===== src/rtl/mem_port_arbiter.sv =====
// Shares one single-ported memory between the IF and LS requesters, one transaction at a time.
// Define ARB_RR_EN for round-robin arbitration; the default build uses fixed LS-over-IF priority.
module mem_port_arbiter #(
    parameter int ADDR_W = 32,
    parameter int DATA_W = 32
) (
    input  logic                clk,
    input  logic                reset,
    input  logic                if_req,
    input  logic [ADDR_W-1:0]   if_addr,
    output logic                if_gnt,
    output logic                if_rvalid,
    output logic [DATA_W-1:0]   if_rdata,
    input  logic                ls_req,
    input  logic                ls_we,
    input  logic [ADDR_W-1:0]   ls_addr,
    input  logic [DATA_W-1:0]   ls_wdata,
    input  logic [DATA_W/8-1:0] ls_wstrb,
    output logic                ls_gnt,
    output logic                ls_rvalid,
    output logic [DATA_W-1:0]   ls_rdata,
    output logic                mem_req,
    output logic                mem_we,
    output logic [ADDR_W-1:0]   mem_addr,
    output logic [DATA_W-1:0]   mem_wdata,
    output logic [DATA_W/8-1:0] mem_wstrb,
    input  logic                mem_ready,
    input  logic                mem_rvalid,
    input  logic [DATA_W-1:0]   mem_rdata,
    output logic                busy,
    output logic                proto_err
);

    localparam int STRB_W = DATA_W / 8;

    typedef enum logic [1:0] {
        IDLE  = 2'd0,
        ISSUE = 2'd1,
        WAIT  = 2'd2
    } state_e;

    typedef struct packed {
        logic              we;
        logic [ADDR_W-1:0] addr;
        logic [DATA_W-1:0] wdata;
        logic [STRB_W-1:0] wstrb;
    } mem_cmd_t;

    state_e      state_q, state_d;
    mem_cmd_t    cmd_q, cmd_d;
    logic        owner_ls_q, owner_ls_d;
    logic        if_gnt_q, if_gnt_d;
    logic        ls_gnt_q, ls_gnt_d;
    logic        if_rvalid_q, if_rvalid_d;
    logic        ls_rvalid_q, ls_rvalid_d;
    logic [DATA_W-1:0] if_rdata_q, if_rdata_d;
    logic [DATA_W-1:0] ls_rdata_q, ls_rdata_d;
    logic        proto_err_q, proto_err_d;
    logic        any_req;
    logic        pick_ls;
    logic        grant;

    assign any_req = if_req | ls_req;
    assign grant   = (state_q == IDLE) && any_req;

`ifdef ARB_RR_EN
    // Remembers the last granted port; resets to IF so the first contention goes to LS.
    logic last_ls_q, last_ls_d;

    always_comb begin
        pick_ls = ls_req && (!if_req || !last_ls_q);
    end

    always_comb begin
        last_ls_d = last_ls_q;
        if (grant) last_ls_d = pick_ls;
    end

    always_ff @(posedge clk) begin
        if (reset) last_ls_q <= 1'b0;
        else       last_ls_q <= last_ls_d;
    end
`else
    always_comb begin
        pick_ls = ls_req;
    end
`endif

    // State register
    always_ff @(posedge clk) begin
        if (reset) state_q <= IDLE;
        else       state_q <= state_d;
    end

    // Next-state logic
    always_comb begin
        state_d = state_q;
        case (state_q)
            IDLE:    if (any_req) state_d = ISSUE;
            ISSUE:   if (mem_ready) state_d = cmd_q.we ? IDLE : WAIT;
            WAIT:    if (mem_rvalid) state_d = IDLE;
            default: state_d = IDLE;
        endcase
    end

    // Output decode from state
    always_comb begin
        mem_req = (state_q == ISSUE);
        busy    = (state_q != IDLE);
    end

    // Holding register, grant pulses and response registers
    always_comb begin
        cmd_d       = cmd_q;
        owner_ls_d  = owner_ls_q;
        if_gnt_d    = 1'b0;
        ls_gnt_d    = 1'b0;
        if_rvalid_d = 1'b0;
        ls_rvalid_d = 1'b0;
        if_rdata_d  = if_rdata_q;
        ls_rdata_d  = ls_rdata_q;
        proto_err_d = proto_err_q | (mem_rvalid && (state_q != WAIT));

        case (state_q)
            IDLE: begin
                if (any_req) begin
                    owner_ls_d = pick_ls;
                    if (pick_ls) begin
                        ls_gnt_d    = 1'b1;
                        cmd_d.we    = ls_we;
                        cmd_d.addr  = ls_addr;
                        cmd_d.wdata = ls_we ? ls_wdata : '0;
                        cmd_d.wstrb = ls_we ? ls_wstrb : '0;
                    end else begin
                        if_gnt_d    = 1'b1;
                        cmd_d.we    = 1'b0;
                        cmd_d.addr  = if_addr;
                        cmd_d.wdata = '0;
                        cmd_d.wstrb = '0;
                    end
                end
            end
            ISSUE: begin
                // Only LS can own a write; completion is signalled with zero data.
                if (mem_ready && cmd_q.we) begin
                    ls_rvalid_d = 1'b1;
                    ls_rdata_d  = '0;
                end
            end
            WAIT: begin
                if (mem_rvalid) begin
                    if (owner_ls_q) begin
                        ls_rvalid_d = 1'b1;
                        ls_rdata_d  = mem_rdata;
                    end else begin
                        if_rvalid_d = 1'b1;
                        if_rdata_d  = mem_rdata;
                    end
                end
            end
            default: ;
        endcase
    end

    always_ff @(posedge clk) begin
        if (reset) begin
            cmd_q       <= '0;
            owner_ls_q  <= 1'b0;
            if_gnt_q    <= 1'b0;
            ls_gnt_q    <= 1'b0;
            if_rvalid_q <= 1'b0;
            ls_rvalid_q <= 1'b0;
            if_rdata_q  <= '0;
            ls_rdata_q  <= '0;
            proto_err_q <= 1'b0;
        end else begin
            cmd_q       <= cmd_d;
            owner_ls_q  <= owner_ls_d;
            if_gnt_q    <= if_gnt_d;
            ls_gnt_q    <= ls_gnt_d;
            if_rvalid_q <= if_rvalid_d;
            ls_rvalid_q <= ls_rvalid_d;
            if_rdata_q  <= if_rdata_d;
            ls_rdata_q  <= ls_rdata_d;
            proto_err_q <= proto_err_d;
        end
    end

    assign if_gnt    = if_gnt_q;
    assign ls_gnt    = ls_gnt_q;
    assign if_rvalid = if_rvalid_q;
    assign ls_rvalid = ls_rvalid_q;
    assign if_rdata  = if_rdata_q;
    assign ls_rdata  = ls_rdata_q;
    assign proto_err = proto_err_q;
    assign mem_we    = cmd_q.we;
    assign mem_addr  = cmd_q.addr;
    assign mem_wdata = cmd_q.wdata;
    assign mem_wstrb = cmd_q.wstrb;

endmodule


===== config.mk =====
export PLATFORM = sky130hd
export DESIGN_NAME = mem_port_arbiter
export DESIGN_NICKNAME = d
export VERILOG_FILES = /design/src/rtl/mem_port_arbiter.sv
export SDC_FILE = /design/constraint.sdc
export NUM_CORES = 1
export LEC_CHECK = 0
export BUFFER_PORTS_ARGS = -buffer_cell sky130_fd_sc_hd__buf_2
export CORE_AREA = 3 3 115 117
export DETAILED_ROUTE_END_ITERATION = 8
export DIE_AREA = 0 0 118 120
export GPL_ROUTABILITY_DRIVEN = 0
export PLACE_DENSITY = 0.87
export SYNTH_ARGS = -nofsm -noshare
export SYNTH_HDL_FRONTEND = slang
export SYNTH_SLANG_ARGS = --single-unit
export TNS_END_PERCENT = 10

===== constraint.sdc =====
create_clock -name clk -period 2.3 [get_ports clk]
set_clock_uncertainty 0.2 [all_clocks]
set_input_delay 0.23 -clock clk [delete_from_list [all_inputs] [get_ports clk]]
set_output_delay 0.23 -clock clk [all_outputs]
set_load 0.1 [all_outputs]

==> metrics.md <==
| Metric | Value |
|---|---|
| Post-Synth Adder-Cell Area | 1.107% |
| Total gr overflow | 0 |
| Static leakage | between 4 and 5 nW |
| Die X | 118 um |
| Worst-path cell chain | dlygate4sd3_1, buf_2, buf_12, mux2i_1, dlygate4sd3_1, a211oi_1 |
| Largest net degree at the start of global routing | 108 |
| Fin util | 73.81% |
| Synth-to-layout area growth | 62.77% |
| Post-Syn Instances | 612 |
| Commonest cells after routing, fill and taps aside | 276 x buf_2, 141 x dfxtp_1, 132 x dlygate4sd3_1, 71 x nor2_1, 68 x nand2_1 |
| H-tree depth | 4 |
| Req. time, crit path | around 2.4 ns |
| Synth Cell Area | 5653 um^2 |
| Fillers | 815 |
| Clock Latency Late Sink | 0.41 ns |
| TritonCTS clock tree | built |
| Global-route wire length before repair | about 34,000 um |
| Sw Share | 37.63% |
| Clock Pin Slew Worst Setup and Hold Paths | 0.06 ns |
| Final worst-path cycle share | 98.39% |
| Starting Density | 45.35% |
| Mean Syn Cell Area | 9.237 um^2 |
| Multiplexer share of the synthesized area | 5.910% |
| DR vias | 6,619 |
| Status | completed |
| Seq/Total Area, Yosys | 49.93% |
| Share of cells above drive strength 1 | 33.50% |
| HP Class | in -> reg |
| Post-route ant nets | 0 |
| Root Driver | clkbuf_16 |
| IO buf count | 278 |
| Critical path capture point type | flip-flop |
| Row cnt | 41 |
| Crit-path max FO | 32 |
| Total global-route track usage | 30.54% |
| Synth Area in Compound Gates | 22.91% |
| Critical path class | in -> reg |
| Clock Tree Buf Depth | 2 |
| CTS Buf Count | 17 |
| Die Y | 120 um |
| Actual slew at the worst max-slew pin | 1.120 ns |
| DRT Wirelength | 22,240 um |
| Pwr/cell area | about 910 nW/um^2 |
| Max stage delay on crit path | 0.59 ns |
| Yosys reg bits | approximately 140 |
| Buffers & Inverters on Critical Path | 4 |
| IR drop worst, VDD | 643.2 uV |
| Simple-gate share of the synthesized area | 13.83% |
| Post-synth net total | 756 |
| Top Ports | 279 |
| Synth warn | 0 |
| # DRC | 0 |
| Post-layout min period | 2.263 ns |
| RSZ-0062 raised after global routing | yes |
| Clock network power share | 35.4% |
| Int Power | 0.005223 W |
| Max Slew Vio Count | 0 |
| Finish-stage setup viols | 0 |
| Most used cell, CP | dlygate4sd3_1 |
| Post-Synth XOR/XNOR Area | 0% |
| Sequential Power Share | 32.5% |
| Core area | 12,470 um^2 |
| Max-cap violations | 0 |
| Slowest cell on crit path | dlygate4sd3_1 |
| Clk sinks | 141 |
| Initial DRC count | 864 |
| Critical Path Start Type | primary input |
| Post-synthesis cell type count | 33 |
| Nets | 1,138 |
| CP Data Arrival Time | ~2.4 ns |
| Delay-heaviest family, CP | buffers and inverters |
| Yosys top cell area share | approximately half |
| Die ar. | 14,160 um^2 |
| Leading area contributor after synthesis | dfxtp_1 |
| WL per Instance | 18.86 um |
| Combinational group share of total power | 32.1% |
| Pwr Total | 0.008373 W |
| HPWL after DPL | 11,400 um |
| Psw | 0.003150 W |
| Commonest non-fill, non-tap cell in the layout | buf_2 |
| Synth top area cells | dfxtp_1 50%, mux2i_1 5.7%, o41ai_1 5.0%, a22oi_1 4.8%, nor2_1 4.7% |
| Vias per std cell | 5.614 |
| Largest family of logic cells by synthesized area | compound AO/OA/AOI/OAI gates |
| Final Hold Fails | 0 |
| Rel. slew slack | 24.90% |
| Vias in the first global route | between 6,000 and 7,000 |
| FMAX | between 400 and 500 MHz |
| Initial antenna violation count | 1 |
| DRT Pass-1 Iters | 6 |
-- timing repair --
| action | 4_1_cts | 5_1_grt |
|---|---|---|
| setup buffers | 0 | 3 |
| hold buffers | 132 | 0 |
| gates resized for setup | 0 | 9 |
| setup endpoints to repair | 18 | 42 |
| hold endpoints to repair | 136 | 0 |
| cloned | 3 | 0 |
-- worst reg2reg max path, stage by stage, from the launching register on --
cell	delay, ns
dfxtp_1	0.39
inv_1	0.10
ha_1	0.34
mux2i_4	0.27
buf_12	0.17
buf_4	0.13
o311ai_1	0.30
o41ai_1	0.13
-- layer usage --
| layer | GRT usage [%] | up-vias | routed length, um |
|---|---|---|---|
| li1 | - | 3036 | - |
| met1 | 34.97 | 3034 | 8261 |
| met2 | 51.60 | 467 | 11090 |
| met3 | 8.954 | 82 | 1952 |
| met4 | 16.41 | 0 | 935 |
| met5 | 0 | - | 0 |
-- path summary, 6_finish.rpt --
| path | from | to | cells past startpoint | slack [ns] |
|---|---|---|---|---|
| min reg2reg | if_rdata[3] | if_rdata[3] | 2 | 0.25 |
| max reg2reg | state_q[0] | ls_rdata[9] | 7 | 0.12 |
| min | ls_addr[25] | mem_addr[25] | 3 | 0.03 |
| max | ls_req | mem_addr[5] | 6 | 0.04 |
-- state kept, by name, indices dropped and copies added (netlist names) --
signal,count
if_gnt,1
mem_wdata,32
ls_gnt,1
if_rvalid,1
mem_wstrb,4
mem_addr,32
ls_rdata,32
if_rdata,32
proto_err,1
state_q,2
ls_rvalid,1
mem_we,1
owner_ls_q,1
-- power groups by stage --
| stage | Combinational, W | Clock (W) | Sequential [W] |
|---|---|---|---|
| after floorplan | 0.000751 | 0 | 0.00389 |
| after global placement | 0.00232 | 0 | 0.00274 |
| after detailed placement | 0.00234 | 0 | 0.00275 |
| after CTS | 0.00257 | 0.00300 | 0.00270 |
| after global routing | 0.00280 | 0.00312 | 0.00273 |
| final | 0.00269 | 0.00296 | 0.00272 |
-- synth_stat cells --
master,count
dfxtp_1,141
nor2_1,71
nand2_1,68
clkbuf_1,37
a21oi_1,36
a22oi_1,36
nand3_1,34
a211oi_1,32
mux2i_1,32
o41ai_1,32
o311ai_1,28
buf_2,21
buf_6,7
ha_1,5
inv_1,5
o311ai_0,4
nor2b_1,3
and3_1,2
buf_1,2
nor3_1,2
o21a_1,2
a21boi_1,1
and3b_2,1
buf_4,1
mux2i_2,1
nand2b_1,1
nand3b_1,1
nor3b_1,1
nor4bb_1,1
o21ai_0,1
o31a_1,1
o31ai_1,1
or4_1,1
-- final cells by class --
type | instances | area, um^2 | share of cell area [%]
clock buffers | 19 | 442.9 | 4.814
flip-flops and latches | 141 | 2823 | 30.68
repair buffers | 428 | 2944 | 32.00
inverters | 5 | 18.77 | 0.2040
diodes | 1 | 2.502 | 0.02720
clock inverters | 12 | 193.9 | 2.108
multi-input cells | 401 | 2561 | 27.84
well taps | 172 | 215.2 | 2.339
-- kinds of logic (layout without fill, tap and decap cells) --
family | Yosys count | after routing
and+or+nand+nor | 186 | 187
AOI/OAI and AO/OA | 174 | 175
DFF | 141 | 141
buffers and inverters | 73 | 464
muxes | 33 | 34
adders and majority gates | 5 | 5
other | 0 | 1
-- per-stage QoR --
step / TNS, ns / hold slack [ns] / std cells / cell area [um^2] / setup WS (ns)
after floorplan: 0 / 0.1660 / 612 / 5655 / 0.07259
after detailed placement: -0.7167 / 0.2443 / 1009 / 7129 / -0.09823
after CTS: 0 / 0.001696 / 1175 / 9121 / 0.01471
after global placement: -0.002796 / 0.2384 / 1009 / 7129 / -0.002796
final: 0 / 0.02698 / 1179 / 9201 / 0.03697
after global routing: -0.09476 / 0.02767 / 1179 / 9201 / -0.05710
(Power assumes the default switching activity.)
